`config.mk`:
```
export PLATFORM = sky130hd
export DESIGN_NAME = ex_mem_stage
export DESIGN_NICKNAME = d
export VERILOG_FILES = /design/src/rtl/ex_mem_stage.sv
export SDC_FILE = /design/constraint.sdc
export NUM_CORES = 1
export LEC_CHECK = 0
export CAP_MARGIN = 20
export CORE_ASPECT_RATIO = 0.8
export CORE_UTILIZATION = 48
export CTS_BUF_LIST = sky130_fd_sc_hd__clkbuf_4
export CTS_CLUSTER_DIAMETER = 30
export CTS_CLUSTER_SIZE = 10
export DETAILED_ROUTE_END_ITERATION = 10
export HOLD_SLACK_MARGIN = 0.03
export PLACE_DENSITY = 0.83
export SLEW_MARGIN = 10
export SYNTH_ARGS = -nofsm -noshare
export SYNTH_HDL_FRONTEND = slang
export SYNTH_SLANG_ARGS = --single-unit
```
`constraint.sdc`:
```
create_clock -name clk -period 4.1 [get_ports clk]
set_clock_uncertainty 0.15 [all_clocks]
set_input_delay 0.82 -clock clk [delete_from_list [all_inputs] [get_ports clk]]
set_output_delay 0.82 -clock clk [all_outputs]
set_load 0.1 [all_outputs]
```
`src/rtl/ex_mem_stage.sv`:
```
// EX/MEM pipeline register for the MIPS datapath: decodes write-back and memory
// controls, resolves beq/bne, and raises the overflow trap for add/addi/sub.
module ex_mem_stage #(
  parameter int XLEN  = 32,
  parameter int CNT_W = 32
) (
  input  logic             clk,
  input  logic             reset,
  input  logic             in_valid,
  output logic             in_ready,
  input  logic [31:0]      instruction,
  input  logic [XLEN-1:0]  alu_result,
  input  logic [2:0]       alu_flag,
  input  logic [XLEN-1:0]  store_data,
  input  logic [XLEN-1:0]  pc_plus4,
  input  logic             flush,
  output logic             out_valid,
  input  logic             out_ready,
  output logic [XLEN-1:0]  wb_value,
  output logic [XLEN-1:0]  mem_wdata,
  output logic [4:0]       wb_reg,
  output logic             reg_we,
  output logic             mem_read,
  output logic             mem_write,
  output logic             branch_taken,
  output logic [XLEN-1:0]  branch_target,
  output logic             exc,
  output logic [XLEN-1:0]  epc,
  input  logic             exc_ack,
  output logic [CNT_W-1:0] retired_cnt
);

  typedef enum logic [0:0] {RUN, TRAP} state_t;

  typedef struct packed {
    logic [XLEN-1:0] wb_value;
    logic [XLEN-1:0] mem_wdata;
    logic [4:0]      wb_reg;
    logic            reg_we;
    logic            mem_read;
    logic            mem_write;
    logic            br_taken;
    logic [XLEN-1:0] br_target;
  } ent_t;

  localparam logic [5:0] OP_R     = 6'h00;
  localparam logic [5:0] OP_BEQ   = 6'h04;
  localparam logic [5:0] OP_BNE   = 6'h05;
  localparam logic [5:0] OP_ADDI  = 6'h08;
  localparam logic [5:0] OP_ADDIU = 6'h09;
  localparam logic [5:0] OP_SLTI  = 6'h0A;
  localparam logic [5:0] OP_SLTIU = 6'h0B;
  localparam logic [5:0] OP_ANDI  = 6'h0C;
  localparam logic [5:0] OP_ORI   = 6'h0D;
  localparam logic [5:0] OP_XORI  = 6'h0E;
  localparam logic [5:0] OP_LW    = 6'h23;
  localparam logic [5:0] OP_SW    = 6'h2B;

  localparam logic [5:0] F_SLL  = 6'h00;
  localparam logic [5:0] F_SRL  = 6'h02;
  localparam logic [5:0] F_SRA  = 6'h03;
  localparam logic [5:0] F_SLLV = 6'h04;
  localparam logic [5:0] F_SRLV = 6'h06;
  localparam logic [5:0] F_SRAV = 6'h07;
  localparam logic [5:0] F_ADD  = 6'h20;
  localparam logic [5:0] F_ADDU = 6'h21;
  localparam logic [5:0] F_SUB  = 6'h22;
  localparam logic [5:0] F_SUBU = 6'h23;
  localparam logic [5:0] F_AND  = 6'h24;
  localparam logic [5:0] F_OR   = 6'h25;
  localparam logic [5:0] F_XOR  = 6'h26;
  localparam logic [5:0] F_NOR  = 6'h27;
  localparam logic [5:0] F_SLT  = 6'h2A;
  localparam logic [5:0] F_SLTU = 6'h2B;

  state_t          state_q, state_d;
  logic            valid_q, valid_d;
  ent_t            ent_q, ent_d;
  logic [XLEN-1:0] epc_q, epc_d;
  logic [CNT_W-1:0] cnt_q, cnt_d;

  ent_t            dec;
  logic            dec_trap;
  logic            fire_in;
  logic            fire_out;

  logic [5:0]      opcode;
  logic [5:0]      funct;
  logic [4:0]      rt;
  logic [4:0]      rd;
  logic [XLEN-1:0] boff;
  logic [XLEN-1:0] flag_lt;
  logic            unused_fields;

  assign opcode = instruction[31:26];
  assign funct  = instruction[5:0];
  assign rt     = instruction[20:16];
  assign rd     = instruction[15:11];
  assign boff   = {{(XLEN-18){instruction[15]}}, instruction[15:0], 2'b00};
  assign flag_lt = {{(XLEN-1){1'b0}}, alu_flag[1]};
  assign unused_fields = ^{instruction[25:21], instruction[10:6]};

  always_comb begin
    dec           = '0;
    dec.wb_value  = alu_result;
    dec.mem_wdata = store_data;
    dec.br_target = pc_plus4 + boff;
    dec_trap      = 1'b0;
    unique case (1'b1)
      opcode == OP_R: begin
        unique case (funct)
          F_ADD, F_SUB: begin
            dec_trap   = alu_flag[2];
            dec.wb_reg = rd;
            dec.reg_we = 1'b1;
          end
          F_ADDU, F_SUBU, F_AND, F_OR, F_XOR, F_NOR,
          F_SLL, F_SRL, F_SRA, F_SLLV, F_SRLV, F_SRAV: begin
            dec.wb_reg = rd;
            dec.reg_we = 1'b1;
          end
          F_SLT, F_SLTU: begin
            dec.wb_reg   = rd;
            dec.reg_we   = 1'b1;
            dec.wb_value = flag_lt;
          end
          default: ;
        endcase
      end
      opcode == OP_ADDI: begin
        dec_trap   = alu_flag[2];
        dec.wb_reg = rt;
        dec.reg_we = 1'b1;
      end
      opcode == OP_ADDIU, opcode == OP_ANDI,
      opcode == OP_ORI, opcode == OP_XORI: begin
        dec.wb_reg = rt;
        dec.reg_we = 1'b1;
      end
      opcode == OP_SLTI, opcode == OP_SLTIU: begin
        dec.wb_reg   = rt;
        dec.reg_we   = 1'b1;
        dec.wb_value = flag_lt;
      end
      opcode == OP_LW: begin
        dec.wb_reg   = rt;
        dec.reg_we   = 1'b1;
        dec.mem_read = 1'b1;
      end
      opcode == OP_SW:  dec.mem_write = 1'b1;
      opcode == OP_BEQ: dec.br_taken  = alu_flag[0];
      opcode == OP_BNE: dec.br_taken  = !alu_flag[0];
      default: ;
    endcase
    // a trapping instruction retires as a bubble
    if (dec_trap) begin
      dec.wb_reg   = '0;
      dec.reg_we   = 1'b0;
      dec.mem_read = 1'b0;
    end
    if (dec.wb_reg == 5'd0) dec.reg_we = 1'b0;
  end

  assign in_ready = !reset && (state_q == RUN) &&
                    (!valid_q || out_ready) && !flush;
  assign fire_in  = in_valid && in_ready;
  assign fire_out = valid_q && out_ready && !flush;

  always_comb begin
    state_d = state_q;
    valid_d = valid_q;
    ent_d   = ent_q;
    epc_d   = epc_q;
    cnt_d   = cnt_q;
    if (fire_out) cnt_d = cnt_q + CNT_W'(1);
    if (flush) begin
      valid_d = 1'b0;
    end else if (fire_in) begin
      valid_d = 1'b1;
      ent_d   = dec;
    end else if (out_ready) begin
      valid_d = 1'b0;
    end
    if (state_q == TRAP && exc_ack) state_d = RUN;
    if (fire_in && dec_trap) begin
      state_d = TRAP;
      epc_d   = pc_plus4 - XLEN'(4);
    end
  end

  always_ff @(posedge clk) begin
    if (reset) begin
      state_q <= RUN;
      valid_q <= 1'b0;
      ent_q   <= '0;
      epc_q   <= '0;
      cnt_q   <= '0;
    end else begin
      state_q <= state_d;
      valid_q <= valid_d;
      ent_q   <= ent_d;
      epc_q   <= epc_d;
      cnt_q   <= cnt_d;
    end
  end

  assign out_valid     = valid_q;
  assign wb_value      = ent_q.wb_value;
  assign mem_wdata     = ent_q.mem_wdata;
  assign wb_reg        = ent_q.wb_reg;
  assign reg_we        = valid_q && ent_q.reg_we;
  assign mem_read      = valid_q && ent_q.mem_read;
  assign mem_write     = valid_q && ent_q.mem_write;
  assign branch_taken  = valid_q && ent_q.br_taken;
  assign branch_target = ent_q.br_target;
  assign exc           = (state_q == TRAP);
  assign epc           = epc_q;
  assign retired_cnt   = cnt_q;

endmodule
```
Word level (Yosys, flattened, before mapping)
Cells that the tools add are included.
Widths: inputs -> output; s select.
{"block": "op_classes", "addsub": 3, "n_eq_ne": 26, "muxes": 15, "bitwise": 2, "n_reduce_logical": 29}
{"cell": "$eq 6x6->1 const B", "n": 12}
{"cell": "$pmux 32 s2", "n": 1}
{"cell": "$eq 6x4->1 const B", "n": 7}
{"cell": "$add 32x1->32 const B", "n": 1}
{"cell": "$add 32x32->32", "n": 1}
{"cell": "$mux 32", "n": 1}
{"cell": "$sub 32x3->32 const B", "n": 1}
{"cell": "$eq 6x3->1 const B", "n": 5}
{"cell": "$reduce_or 16->1", "n": 1}
{"cell": "$eq 6x2->1 const B", "n": 2}
{"cell": "$logic_and 1x1->1", "n": 12}
{"cell": "$logic_not 6->1", "n": 2}
{"cell": "$pmux 6 s2", "n": 1}
{"cell": "$mux 1", "n": 8}
{"cell": "$reduce_or 2->1", "n": 4}
{"cell": "$reduce_or 8->1", "n": 1}
{"cell": "$mux 7", "n": 1}
{"cell": "$mux 6", "n": 1}
{"cell": "$logic_not 5->1", "n": 1}
{"cell": "$logic_not 1->1", "n": 4}
{"cell": "$pmux 1 s2", "n": 2}
{"cell": "$reduce_bool 2->1", "n": 2}
{"cell": "$not 1->1", "n": 2}
{"cell": "$reduce_and 2->1", "n": 1}
{"cell": "$logic_or 1x1->1", "n": 1}
{"block": "word_totals", "reg_bits": 171, "input_bits": 137, "output_inout_bits": 172, "wordCells": 87}

Logic depth before layout (Yosys ltp)
{"block": "logic_depth", "depth_word": 7, "mapped_depth": 10, "mapped_depth_nobuf": 10}

Worst setup path before layout
OpenSTA, ideal clock, no wires.
{"block": "synth_timing", "kind": "input -> register", "from": "in reset", "to": "reg ent_q[35] (netlist name)", "arrival_ps": 5163, "slack_ps": -1299, "path_stages": 6, "n_path_buf": 2, "path_cell_list": "clkbuf_1 > nor4_1 > nand2_1 > clkbuf_1 > a2111o_1 > a211oi_1"}
{"block": "synth_between", "elab_chain_len": 6}
{"element": "start, declared", "line": "8", "text": "input logic reset,"}
{"element": "$logic_not 1->1", "line": "164", "text": "assign in_ready = !reset && (state_q == RUN) &&"}
{"element": "$logic_and 1x1->1 (2 in series)", "line": "164"}
{"element": "$logic_and 1x1->1", "line": "165", "text": "(!valid_q || out_ready) && !flush;"}
{"element": "via in_ready", "line": "10", "text": "output logic in_ready,"}
{"element": "$logic_and 1x1->1", "line": "166", "text": "assign fire_in = in_valid && in_ready;"}
{"element": "$reduce_and 2->1 (no line)"}
{"element": "end signal, assigned", "line": "201", "text": "ent_q <= ent_d;"}
{"element": "end, declared", "line": "78", "text": "ent_t ent_q, ent_d;"}
The timed path passes the listed nets, and every way through them passes these cells.
A chain may end at the register's enable or synchronous reset.

Final worst setup path
{"block": "layout_timing", "from": "in instruction[0]", "to": "reg ent_q, in the netlist branch_target[24]"}
{"block": "layout_between", "elab_chain_len": 1}
{"element": "start, declared", "line": "11", "text": "input logic [31:0] instruction,"}
{"element": "$add 32x32->32", "line": "107", "text": "dec.br_target = pc_plus4 + boff;"}
No other way between the ends.

==> out/results.txt <==
Outcome = finished clean
Crit path top cell by count = a211oi_2
Post-Syn Nets = 1,341
Setup bufs post-CTS = 0
CTS resizes = 0
Crit Path Category = primary input to register
Max-Cap Viols = 0
NetSw = 1.345 mW
Ports = 309
Die Span Y = 126.5 µm
Top cells by area, synth = dfxtp_1, buf_4, nand2_1, a21oi_1, nand3_1
Syn avg cell area = 7.932 µm²
Register area share after synthesis = 0.3682
Int Pwr = 2.369 mW
Combinational Power Share = 0.271
Clock power share = 0.264
Yosys reg bits = 171
Critical R2R Launch = out_valid
Flop pwr share = 0.465
Sw Ratio = 0.3621
Worst slew margin = 0.2970
Static leakage = 4.260 nW
CTS tree = yes
Routability cong. = 0.9698
Area delta synth->final = 30.17%
Hold Crit Start = branch_target[11]
Vias = 8,679
Commonest non-fill, non-tap cells in the layout = clkdlybuf4s50_1, nand2_1, dfxtp_1
Die ar. = 19,930 µm²
Critical Path Start = instruction[0]
Share of layout cells above drive strength 1 = 0.05865
Initial antenna violation count = 1
Ys Warns = 0
Drt wl/cell = 16.99 µm
CTS Buf Count = 17
Tightest Hold Check Type = register to register
Min cycle time layout = 3.420 ns
Row Count = 45
Asr flop ratio synth = 0
Final HPWL DP = 20,900 µm
Vias in the first global route = 7,814
Die width = 157.6 µm
Core footprint = 18,970 µm²
Initial Util = 0.4899
Worst EP required = 4.45 ns
Crit-path cells = clkdlybuf4s50_1 > ha_1 > inv_1 > fa_1 > and2b_1 > o2111ai_2 > a2111o_1 > a211oi_2 > o31ai_1 > xor2_1 > a211oi_2
Number of synthesized flops with an enable pin = 0
Endpoint class of the critical path = register
Overall power = 3.714 mW
Endpoint arrival time on the critical path = 3.77 ns
Critical Path Source Type = primary input
Final #Nets = 1,521
Final period util = 0.8342
Worst stage delay on the critical path = 0.56 ns
DR iter-0 viols = 552
First-pass GRT wire length = 41,760 µm
Setup slack, reg-to-reg = 1.66 ns
# DRC = 0
GRT Overall Usage = 0.2713
Pre-antenna DRT Iters = 4
Most common cell after layout, fill and taps aside = clkdlybuf4s50_1
Worst hold margin = 0.3101 ns
Maximum VDD drop = 172.6 µV
Crit-path slowest cell = clkdlybuf4s50_1
Drt total wl = 27,570 µm
Final Max Slew Viols = 0
CTS Sinks = 171
Max FO, Critical Path = 3
DR vias/cell = 5.348
# setup viols final = 0
Power per cell area = 306.9 nW/µm²
GR Overflow Total = 0
Achievable Freq = 0.2924 GHz
Count of final hold-check violations = 0
RSZ-0062 raised after global routing = false
Setup TNS = 0 ns
Post-synth top area cell = dfxtp_1
Final ANT Viol Nets = 0
Distinct cells, synth = 69
Maximum buffer depth of the clock tree = 2
Top-area cell type share of the netlist area = 0.3682
Instance count of the mapped netlist = 1,172
Clk pin slew, worst setup/hold paths = 0.14 ns
Hold buffer count at CTS = 0
Clock Latency Late Sink = 0.58 ns
PortBufs = 303
Netlist Area Pre-Place = 9296 µm²
Prevailing post-synth register cell = dfxtp_1
Actual slew at the worst max-slew pin = 1.051 ns
Maximum number of pins on one net before global-route repair = 63
Number of H-tree levels = 4
Clk root buf = clkbuf_4
-- layer usage --
metal / vias to the layer above / part of all wire / wire length [µm] / global-route usage
met1: 4016 / 0.45 / 12300 / 0.3567
li1: 4317 / - / - / -
met5: - / 0 / 0 / 0
met3: 36 / 0.086 / 2374 / 0.07277
met4: 0 / 0.024 / 669 / 0.09537
met2: 310 / 0.44 / 12230 / 0.4269
-- per-stage QoR --
stage,util,setup WS [ns],instances,area [µm²]
6_report,0.6378,0.6797,1623,12100
5_1_grt,0.6378,0.5843,1623,12100
3_3_place_gp,0.6236,0.1555,1591,11830
4_1_cts,0.6377,0.6522,1622,12100
2_1_floorplan,-,0.01873,1172,9303
3_5_place_dp,0.6236,0.1141,1591,11830
-- critical path, delay by kind of cell --
family                     cells  cell delay (ns)
xor gates and xnor gates       1             0.19
AOI/OAI and AO/OA              5             1.30
and+or+nand+nor                1             0.27
buffers and inverters          2             0.61
adders and majority gates      2             0.57
-- cells by family (layout without fill, tap and decap cells) --
family | count (synthesis) | count (layout) | synth area share
compound gates | 254 | 254 | 0.1639
xor+xnor | 81 | 81 | 0.07631
fa+ha+maj | 32 | 32 | 0.04388
buf+inv | 177 | 369 | 0.1141
flops | 171 | 171 | 0.3682
mux | 3 | 3 | 0.003230
other cells | 0 | 1 | 0
simple gates | 454 | 454 | 0.2303
-- worst paths after layout --
kind                       endpoint  cells after the start
setup reg to reg    retired_cnt[28]                      7
hold reg to reg   branch_target[11]                      2
hold / removal    branch_target[11]                      2
setup / recovery  branch_target[24]                     11
-- synth_stat cells (10+ instances only) --
master,instances
nand4_1,12
dfxtp_1,171
o21ai_0,55
buf_2,12
nor4_1,10
buf_4,101
nor2_1,79
xnor2_1,43
a21oi_1,124
ha_1,31
inv_1,16
nor3_1,19
nand3_1,88
xor2_1,38
a211oi_1,15
nand2_1,182
clkbuf_1,42
-- area by class of cell --
type,instances,area [µm²]
antenna,1,2.502
clock buffer,18,135.1
clock inverter,13,131.4
fill,1696,6873
inverter,16,60.06
multi-input combinational,824,4828
sequential,171,3423
tap,258,322.8
timing repair buffer,322,3198
-- power by group through the flow --
stage | clock network (mW) | logic (mW) | registers [mW]
CTS | 1.01 | 0.999 | 1.73
finish | 0.979 | 1.01 | 1.73
detailed placement | 0 | 0.996 | 1.76
global route | 1.08 | 1.06 | 1.73
global placement | 0 | 0.990 | 1.76
floorplan | 0 | 0.704 | 1.76
Power figures use the tool's default switching activity.
